$ cat src/rtl/word_bus_pkg.sv
// Shared types and widths for the split-word bus writer.
// Latency: n/a (declarations only).
// Backpressure: n/a.
package word_bus_pkg;

  localparam int BYTE_W = 8;
  localparam int WORD_W = 16;

  typedef enum logic [1:0] {
    IDLE        = 2'd0,
    SEND_FIRST  = 2'd1,
    SEND_SECOND = 2'd2
  } state_t;

endpackage

$ cat src/rtl/word_hold_slot.sv
// One-entry holding slot that parks a word accepted while the writer is busy.
// Latency: load visible on dataOut/full the cycle after the load edge.
// Backpressure: owner must not load while full; unload simply empties it.
module word_hold_slot
  import word_bus_pkg::*;
(
  input  logic              clock,
  input  logic              reset,
  input  logic              load,
  input  logic              unload,
  input  logic [WORD_W-1:0] dataIn,
  output logic [WORD_W-1:0] dataOut,
  output logic              full
);

  // Capture on load, release on unload; reset drops any parked word.
  always_ff @(posedge clock) begin
    if (reset) begin
      full    <= 1'b0;
      dataOut <= '0;
    end else if (load) begin
      full    <= 1'b1;
      dataOut <= dataIn;
    end else if (unload) begin
      full    <= 1'b0;
    end
  end

endmodule

$ cat src/rtl/word_bus_writer.sv
// Sends a 16-bit word as two strobed byte transfers (setHigh/setLow) on the 8-bit bus.
// Latency: first byte the cycle after accept; 3 cycles/word (2 with WORD_BUS_WRITER_SKID_EN).
// Backpressure: busReady low holds the current byte and strobe; wordReady low while busy or slot full.
module word_bus_writer
  import word_bus_pkg::*;
#(
  parameter bit HIGH_FIRST = 1'b1
) (
  input  logic              clock,
  input  logic              reset,
  input  logic [WORD_W-1:0] wordIn,
  input  logic              wordValid,
  output logic              wordReady,
  input  logic              busReady,
  output logic [BYTE_W-1:0] halfValueOut,
  output logic              setHighOut,
  output logic              setLowOut,
  output logic              busy,
  output logic              wordDone
);

  state_t            state;
  state_t            next_state;
  logic [WORD_W-1:0] word_q;
  logic              load_word;
  logic              done_d;
  logic              done_q;
  logic              live_q;   // low during and one cycle past reset, gating wordReady
  logic              accept;
  logic              first_phase;
  logic              second_phase;

`ifdef WORD_BUS_WRITER_SKID_EN
  logic              slot_full;
  logic [WORD_W-1:0] slot_dat;
  logic              slot_load;
  logic              unload_slot;

  assign wordReady = live_q && !slot_full;
  // A word that cannot go straight into word_q is parked in the slot.
  assign slot_load = accept && !load_word;

  word_hold_slot u_slot (
    .clock   (clock),
    .reset   (reset),
    .load    (slot_load),
    .unload  (unload_slot),
    .dataIn  (wordIn),
    .dataOut (slot_dat),
    .full    (slot_full)
  );
`else
  assign wordReady = live_q && (state == IDLE);
`endif

  assign accept = wordValid && wordReady;

  // Next-state: walk the two halves, stalling on busReady.
  always_comb begin
    next_state = state;
    load_word  = 1'b0;
    done_d     = 1'b0;
`ifdef WORD_BUS_WRITER_SKID_EN
    unload_slot = 1'b0;
`endif
    case (state)
      IDLE: begin
        if (accept) begin
          next_state = SEND_FIRST;
          load_word  = 1'b1;
        end
      end
      SEND_FIRST: begin
        if (busReady) next_state = SEND_SECOND;
      end
      SEND_SECOND: begin
        if (busReady) begin
          done_d     = 1'b1;
          next_state = IDLE;
`ifdef WORD_BUS_WRITER_SKID_EN
          // Chain straight into the next word with no IDLE bubble.
          if (slot_full) begin
            next_state  = SEND_FIRST;
            unload_slot = 1'b1;
          end else if (accept) begin
            next_state = SEND_FIRST;
            load_word  = 1'b1;
          end
`endif
        end
      end
      default: next_state = IDLE;
    endcase
  end

  // State, done pulse and ready gate registers.
  always_ff @(posedge clock) begin
    if (reset) begin
      state  <= IDLE;
      done_q <= 1'b0;
      live_q <= 1'b0;
    end else begin
      state  <= next_state;
      done_q <= done_d;
      live_q <= 1'b1;
    end
  end

  // Word register: only written at an accept (or slot hand-off), so later wordIn changes are ignored.
  always_ff @(posedge clock) begin
    if (reset) begin
      word_q <= '0;
    end else if (load_word) begin
      word_q <= wordIn;
`ifdef WORD_BUS_WRITER_SKID_EN
    end else if (unload_slot) begin
      word_q <= slot_dat;
`endif
    end
  end

  // Outputs decode registered state and word only; strobes are mutually exclusive by state.
  assign first_phase  = (state == SEND_FIRST);
  assign second_phase = (state == SEND_SECOND);
  assign setHighOut   = HIGH_FIRST ? first_phase : second_phase;
  assign setLowOut    = HIGH_FIRST ? second_phase : first_phase;
  assign halfValueOut = setHighOut ? word_q[WORD_W-1:BYTE_W] :
                        setLowOut  ? word_q[BYTE_W-1:0]      : '0;
  assign busy         = (state != IDLE);
  assign wordDone     = done_q;

endmodule

$ cat config.mk
export PLATFORM = sky130hd
export DESIGN_NAME = word_bus_writer
export DESIGN_NICKNAME = d
export VERILOG_FILES = /design/src/rtl/word_bus_pkg.sv /design/src/rtl/word_hold_slot.sv /design/src/rtl/word_bus_writer.sv
export SDC_FILE = /design/constraint.sdc
export NUM_CORES = 1
export LEC_CHECK = 0
export ABC_AREA = 1
export ABC_CLOCK_PERIOD_IN_PS = 2500
export CORE_MARGIN = 1
export CORE_UTILIZATION = 47
export DETAILED_ROUTE_END_ITERATION = 16
export HOLD_SLACK_MARGIN = 0.03
export PLACE_DENSITY = 0.81
export SLEW_MARGIN = 0
export SYNTH_ARGS = -nofsm -noshare
export SYNTH_HDL_FRONTEND = slang
export SYNTH_SLANG_ARGS = --single-unit
$ cat constraint.sdc
create_clock -name clock -period 2.5 [get_ports clock]
set_input_delay 0.5 -clock clock [delete_from_list [all_inputs] [get_ports clock]]
set_output_delay 0.5 -clock clock [all_outputs]
set_load 0.01 [all_outputs]
* After elaboration in Yosys (flattened, before gate mapping)
Index checks and enable logic that the tools add are counted.
** Storage, ports and cells
- Register bits after elaboration :: 20
- Output and inout bits :: 13
- Word-level logic and storage cells :: 26
** Operators by class
- Equal/unequal tests :: 5
- Mux-type cells :: 10
- Bitwise logic cells :: 1
- Reductions and logical operators :: 6
** Operators by type and width (number)
- $mux W8 :: 2
- $mux W2 :: 3
- $ne A2 B2 Y1 const B :: 3
- $pmux W2 S3 :: 1
- $mux W1 :: 4
- $reduce_and A3 Y1 :: 1
- $eq A2 B1 Y1 const B :: 1
- $eq A2 B2 Y1 const B :: 1
- $logic_and A1 B1 Y1 :: 2
- $logic_not A2 Y1 :: 1
- $reduce_bool A2 Y1 :: 1
- $reduce_or A2 Y1 :: 1
- $not A1 Y1 :: 1

* Logic depth before layout (Yosys ltp)
Gate-level depths: netlist of run 1.
- Depth after elaboration :: 5
- Mapped depth :: 6
- Depth with buffers taken out :: 5

* Worst setup path after synthesis of run 1
OpenSTA, ideal clock, no wires.
- Path type :: reg2out
- Start point :: register state[0]
- End point :: output halfValueOut[0]
- Arrival :: 1004 ps
- Required time :: 2000 ps
- Slack :: 996 ps
- Stages on the path, launching flop included :: 5
- Path through :: dfxtp_1 -> inv_1 -> nor2_1 -> inv_2 -> o22ai_1
** RTL lines
- start: declaration :: RTL line word_bus_writer.sv:22 : state_t state;
- start signal: assignment :: RTL line word_bus_writer.sv:103 : state <= next_state;
- $eq A2 B1 Y1 :: RTL line word_bus_writer.sv:123 : assign first_phase = (state == SEND_FIRST);
- named net setHighOut :: RTL line word_bus_writer.sv:16 : output logic setHighOut,
- $mux W8 :: RTL line word_bus_writer.sv:127 : assign halfValueOut = setHighOut ? word_q[WORD_W-1:BYTE_W] :
- end: declaration :: RTL line word_bus_writer.sv:15 : output logic [BYTE_W-1:0] halfValueOut,
The timed path passes the listed nets, and every way through them passes these cells.

* Worst setup path in the final report of run 1
- Start point :: register state[0]
- End point :: output halfValueOut[6]
** On the way
- Longest elaborated chain between the ends :: 3
** RTL lines
- $eq A2 B2 Y1 :: RTL line word_bus_writer.sv:124 : assign second_phase = (state == SEND_SECOND);
- $mux W8 :: RTL line word_bus_writer.sv:128 : setLowOut ? word_q[BYTE_W-1:0] : '0;
- $mux W8 * :: RTL line word_bus_writer.sv:127
Mark *: on every way between the ends. The rest lies on a longest branch, timed or not.

==> results of run 1 <==
[per-layer routing]
| metal | vias up | track usage [%] | share of wire (%) |
|---|---|---|---|
| li1 | 556 | - | - |
| met1 | 478 | 25.0 | 41 |
| met2 | 46 | 39.7 | 50 |
| met3 | 5 | 3.43 | 7.0 |
| met4 | 0 | 9.31 | 1.7 |
| met5 | - | 0 | 0 |
[cell usage after synthesis, drive strengths merged]
cell    instances
o21ai           1
o22ai           8
dfxtp          20
nand2          35
nor2           20
inv            54
buf             6
clkinv          1
nand3           2
nand4          16
clkbuf          1
a21oi           1
[metrics by stage]
step,power (uW),worst slack (ps),hold WS (ps),cells
2_1_floorplan,445,996,492,165
4_1_cts,769,180,529,224
5_1_grt,812,34.8,548,224
3_5_place_dp,507,537,510,220
6_report,770,154,527,224
3_3_place_gp,502,593,501,220
[worst min-delay path, stage by stage (launching register included)]
cell and delay (ps):
dfxtp_1 320, inv_1 60, nand2_1 50, inv_1 40
nor2_1 30
[power groups by stage]
stage	Combinational, uW	Clock, uW	Sequential [uW]
floorplan	93.6	0	352
global placement	150	0	352
detailed placement	154	0	354
CTS	155	269	346
global route	175	289	348
finish	155	269	346
[layout by cell type, fill, tap and decap left out]
cell type / count
a21oi_1: 1
buf_4: 3
bufinv_16: 1
clkbuf_4: 3
clkdlybuf4s50_1: 32
clkinv_1: 1
dfxtp_1: 20
inv_1: 53
inv_2: 1
nand2_1: 35
nand3_1: 1
nand3_4: 1
nand4_1: 16
nor2_1: 19
nor2_4: 1
o21ai_0: 1
o22ai_1: 8
[area by class of cell]
| class | instances | area share, % |
|---|---|---|
| clock inverters | 1 | 2.10 |
| clock buffers | 3 | 1.57 |
| repair buffers | 35 | 23.9 |
| well taps | 27 | 2.36 |
| multi-input cells | 83 | 27.7 |
| flip-flops and latches | 20 | 27.9 |
| inverters | 55 | 14.4 |
[sequential cells by signal (all words and copies together), names as in the netlist]
| signal | count |
|---|---|
| wordDone | 1 |
| live_q | 1 |
| word_q | 16 |
| state | 2 |
[final timing paths]
kind         depth (start not counted)  startpoint              end  slack (ps)
min                                  4  word_q[12]       word_q[12]         530
min reg2reg                          4  word_q[12]       word_q[12]         530
max                                  5    state[0]  halfValueOut[6]         150
max reg2reg                          6    state[1]        word_q[0]        1230
[cell families after synthesis]
family	Yosys count
AOI/OAI and AO/OA	10
buffers and inverters	62
DFF	20
and+or+nand+nor	73
==> impl_metrics.csv, run 1 <==
group,metric,value,unit
global_routing,first_global_vias,997,
sta,rsz0062_at_grt,"no",
placed_design,gp_congestion,0.779,
detailed_routing,drc,0,
cells_and_area,seqCellArea,400,um2
worst_setup_path,worstPathArrival,1850,ps
pwr,p_int,575,uW
synth,avgSynthCellArea,6.32,um2
detailed_routing,routed_wl,2.39,mm
sta,fin_worst_skew,4.13,ps
clocking,cts_root_buf,"clkbuf_4",
pwr,p_seq_share,45.0,%
synth,ys_warn_count,0,
worst_setup_path,required,2000,ps
floorplan,fp.dieH,49.1,um
synth,synth_simple_gate_area_share,32.3,%
clocking,h-tree-depth,1,
cells_and_area,fill_cells,165,
detailed_routing,wire_per_inst,10.7,um
pwr,power_switching,195,uW
synth,synth.largest_area_cell,"dfxtp_1",
worst_setup_path,slowest_stage,"clkdlybuf4s50_1",
global_routing,track_usage,21.9,%
floorplan,die_w,49.1,um
pwr,switching_share,25.3,%
cells_and_area,finalInstanceArea,1430,um2
detailed_routing,firstDrtPassIters,4,
sta,fin_crit_sh,93.9,%
synth,synthTopCellsByArea,"dfxtp_1 38%, inv_1 19%, nand2_1 13%",
placed_design,dpl_cell_area,1380,um2
clocking,cts_setup_buffers,0,
pwr,powerDensity,537,nW/um2
detailed_routing,vias,1085,
global_routing,antenna_found_initial,0,
clocking,cts.sinks,20,
sta,tns,0,ps
global_routing,grt_max_degree,20,
synth,synth_top_family_by_area,"simple AND/OR/NAND/NOR gates",
synth,synthMuxAreaShare,0,%
cells_and_area,final_nets,218,
pwr,comb_power_share,20.1,%
cells_and_area,diodes,0,
placed_design,hpwl,1.70,mm
worst_setup_path,path_class,"reg2out",
clocking,postCtsResizedCells,0,
global_routing,grt_pass1_wl,4.06,mm
worst_setup_path,crit_buf_inv,3,
detailed_routing,vias_per_cell,4.84,
synth,syn_inst,165,
cells_and_area,multi_input_area,397,um2
run,maxCapViolCount,0,
synth,syn_area,1040,um2
sta,drv_slew,0,
synth,yosys_register_bits,20,
placed_design,io_buffers,32,
cells_and_area,syn_to_final_growth,37.5,%
sta,fin_crit,2350,ps
synth,synth_compound_area_share,5.76,%
floorplan,boundaryPins,33,
global_routing,grt-ovfl-total,0,
pwr,cellLeakagePower,0.000744,uW
synth,synthDistinctLibCells,17,
worst_setup_path,endpoint_kind,"output pin",
floorplan,start_util,51.5,%
sta,finalSetupViolations,0,
worst_setup_path,critical_path.max_stage_delay,570,ps
sta,max_freq,426,MHz
pwr,p_clk_share,34.9,%
clocking,cts_tree,"built",
cells_and_area,drive_above_1_share,5.08,%
floorplan,coreArea,2020,um2
worst_setup_path,cp_cell_sequence,"inv_1 -> nor2_1 -> inv_2 -> o22ai_1 -> clkdlybuf4s50_1",
pwr,ir_drop,0.392,mV
clocking,ctsHoldBuffers,0,
clocking,insertion_delay,310,ps
detailed_routing,antenna_left,0,
synth,synth-adder-area-share,0,%
worst_setup_path,start_kind,"register",
cells_and_area,utilization,70.9,%
sta,final-hold-violation-count,0,
detailed_routing,drt-initial-drc-count,36,
synth,syn_nets,185,
floorplan,rows,16,
worst_setup_path,crit_family,"buffers and inverters",
sta,max_slew.worst_pin.slew,510,ps
clocking,path_clk_slew,120,ps
outcome,status,"complete, no violations",
worst_hold_path,hp-class,"reg2reg",
sta,slew_headroom,65.8,%
worst_setup_path,path_max_fanout,9,
synth,ys_seq_area_share,38.4,%
clocking,clockBufferDepth,2,
synth,yosysTopAreaCellShare,38.4,%
floorplan,dieArea,2410,um2
clocking,cts_made_buffers,3,
synth,synth-xor-area-share,0,%
No activity file was read; power rests on OpenSTA's default activity.
==> run 2, diff against run 1 <==
--- a/config.mk
+++ b/config.mk
@@ -7,11 +7,14 @@
 export LEC_CHECK = 0
 export ABC_AREA = 1
 export ABC_CLOCK_PERIOD_IN_PS = 2500
+export CELL_PAD_IN_SITES_DETAIL_PLACEMENT = 0
+export CELL_PAD_IN_SITES_GLOBAL_PLACEMENT = 1
 export CORE_MARGIN = 1
-export CORE_UTILIZATION = 47
+export CORE_UTILIZATION = 40
 export DETAILED_ROUTE_END_ITERATION = 16
+export DONT_BUFFER_PORTS = 1
 export HOLD_SLACK_MARGIN = 0.03
-export PLACE_DENSITY = 0.81
+export PLACE_DENSITY_LB_ADDON = 0.1
 export SLEW_MARGIN = 0
 export SYNTH_ARGS = -nofsm -noshare
 export SYNTH_HDL_FRONTEND = slang
==> run 2 against run 1 <==
  * First-iteration DRC count is 61% lower
  * Sequential share of layout area is 8.2 points higher
  * Utilization is 26 points lower
  * Final area is 23% lower
  * Via count is 16% lower
  * Power is 6.1% lower
  * Largest cell class unchanged
  * Critical path type unchanged
  * Clock power hardly changed
  * Clock skew hardly changed
  * Final cell count is 13% lower
==> impl_metrics.csv, run 2 (same netlist as run 1, synthesis figures left out) <==
group,metric,value,unit
sta,drv_slew,0,
sta,fin_ws,475,ps
worst_setup_path,path_class,"reg2out",
cells_and_area,fill_cells,287,
worst_setup_path,required,2000,ps
floorplan,coreArea,2480,um2
cells_and_area,final_nets,185,
cells_and_area,layout_common_cells,"53 x inv_1, 35 x nand2_1, 20 x dfxtp_1",
sta,holdWs,241,ps
sta,max_freq,494,MHz
clocking,ctsHoldBuffers,0,
placed_design,place_inst,190,
floorplan,rows,18,
cells_and_area,top_register,"word_q",
worst_setup_path,crit_buf_inv,2,
global_routing,first_global_vias,803,
clocking,cts_made_buffers,3,
worst_setup_path,worstPathArrival,1520,ps
floorplan,fp.dieH,53.0,um
pwr,ir_drop,0.284,mV
worst_setup_path,start_kind,"register",
cells_and_area,finalInstanceArea,1110,um2
floorplan,dieArea,2810,um2
cells_and_area,largest_reg_flops,16,
global_routing,grt_pass1_wl,3.62,mm
worst_hold_path,hp-class,"in2reg",
sta,finalSetupViolations,0,
global_routing,grt_max_degree,20,
sta,slew_headroom,65.6,%
cells_and_area,syn_to_final_growth,6.36,%
global_routing,antenna_found_initial,0,
placed_design,io_buffers,0,
sta,fin_crit_sh,81.0,%
detailed_routing,antenna_left,0,
clocking,insertion_delay,300,ps
sta,tns,0,ps
cells_and_area,diodes,0,
detailed_routing,routed_wl,2.23,mm
detailed_routing,drt-initial-drc-count,14,
clocking,cts.sinks,20,
clocking,cts_root_buf,"clkbuf_4",
cells_and_area,seqCellArea,400,um2
pwr,cellLeakagePower,0.000620,uW
worst_setup_path,crit_family,"flip-flops",
clocking,clockBufferDepth,2,
cells_and_area,largestRegisters,"word_q: 16 flops, state: 2 flops",
global_routing,track_usage,18.4,%
cells_and_area,drive_above_1_share,5.49,%
floorplan,start_util,42.1,%
sta,final-hold-violation-count,0,
clocking,cts_tree,"built",
cells_and_area,instances_no_fill,194,
clocking,cts_setup_buffers,0,
worst_setup_path,startpoint,"state[0]",
detailed_routing,vias,916,
worst_setup_path,critical_path.max_stage_delay,390,ps
floorplan,boundaryPins,33,
cells_and_area,multi_input_area,397,um2
clocking,path_clk_slew,130,ps
placed_design,hpwl,1.52,mm
detailed_routing,drc,0,
outcome,status,"complete, no violations",
sta,fin_worst_skew,4.31,ps
worst_setup_path,path_max_fanout,9,
clocking,postCtsResizedCells,0,
floorplan,die_w,53.0,um
detailed_routing,wire_per_inst,11.5,um
placed_design,place_ws,825,ps
clocking,h-tree-depth,1,
detailed_routing,firstDrtPassIters,4,
placed_design,dpl_cell_area,1060,um2
global_routing,grt-ovfl-total,0,
sta,max_slew.worst_pin.slew,513,ps
worst_hold_path,worstHoldStart,"reset",
sta,fin_crit,2020,ps
detailed_routing,vias_per_cell,4.72,
worst_setup_path,endpoint_kind,"output pin",
pwr,powerDensity,652,nW/um2
sta,rsz0062_at_grt,"no",
run,maxCapViolCount,0,
worst_setup_path,cp_cell_sequence,"inv_1 -> nor2_1 -> inv_2 -> o22ai_1",
worst_setup_path,crit-reg2reg-launch,"state[1]",
worst_setup_path,slowest_stage,"dfxtp_1",
placed_design,gp_congestion,0.676,
cells_and_area,final_common_cell,"inv_1",
-- run 2: cell count changes in the layout (fill, tap and decap cells not counted) --
cell	delta
buf_4	-1
clkdlybuf4s50_1	-32
-- run 2: metal layers --
metal	wire length, um	share of wire [%]	vias to the layer above	GRT usage, %
li1	-	-	487	-
met1	1110	50	391	23.7
met2	931	42	36	28.7
met3	167	7.5	2	4.60
met4	20	0.90	0	7.89
met5	0	0	-	0
-- run 2: power breakdown --
group / internal, uW / switching, uW
logic: 34.8 / 70.1
clock network: 162 / 109
registers: 340 / 7.50
-- run 2: area by class of cell --
class,instances,area share (%)
clock buffers,3,2.03
flip-flops and latches,20,36.1
clock inverters,1,2.71
multi-input cells,83,35.8
repair buffers,2,1.35
well taps,30,3.39
inverters,55,18.6
-- run 2: final timing paths --
kind                      to  slack, ps  depth (start not counted)
max          halfValueOut[6]        480                          4
min                 state[0]        240                          1
max reg2reg        word_q[3]       1220                          6
min reg2reg       word_q[15]        530                          4
-- run 2: metrics by stage --
stage          utilization (%)  total power (uW)
4_1_cts                   44.7               728
6_report                  44.7               723
3_5_place_dp              42.6               460
2_1_floorplan                -               445
5_1_grt                   44.7               763
3_3_place_gp              42.6               458
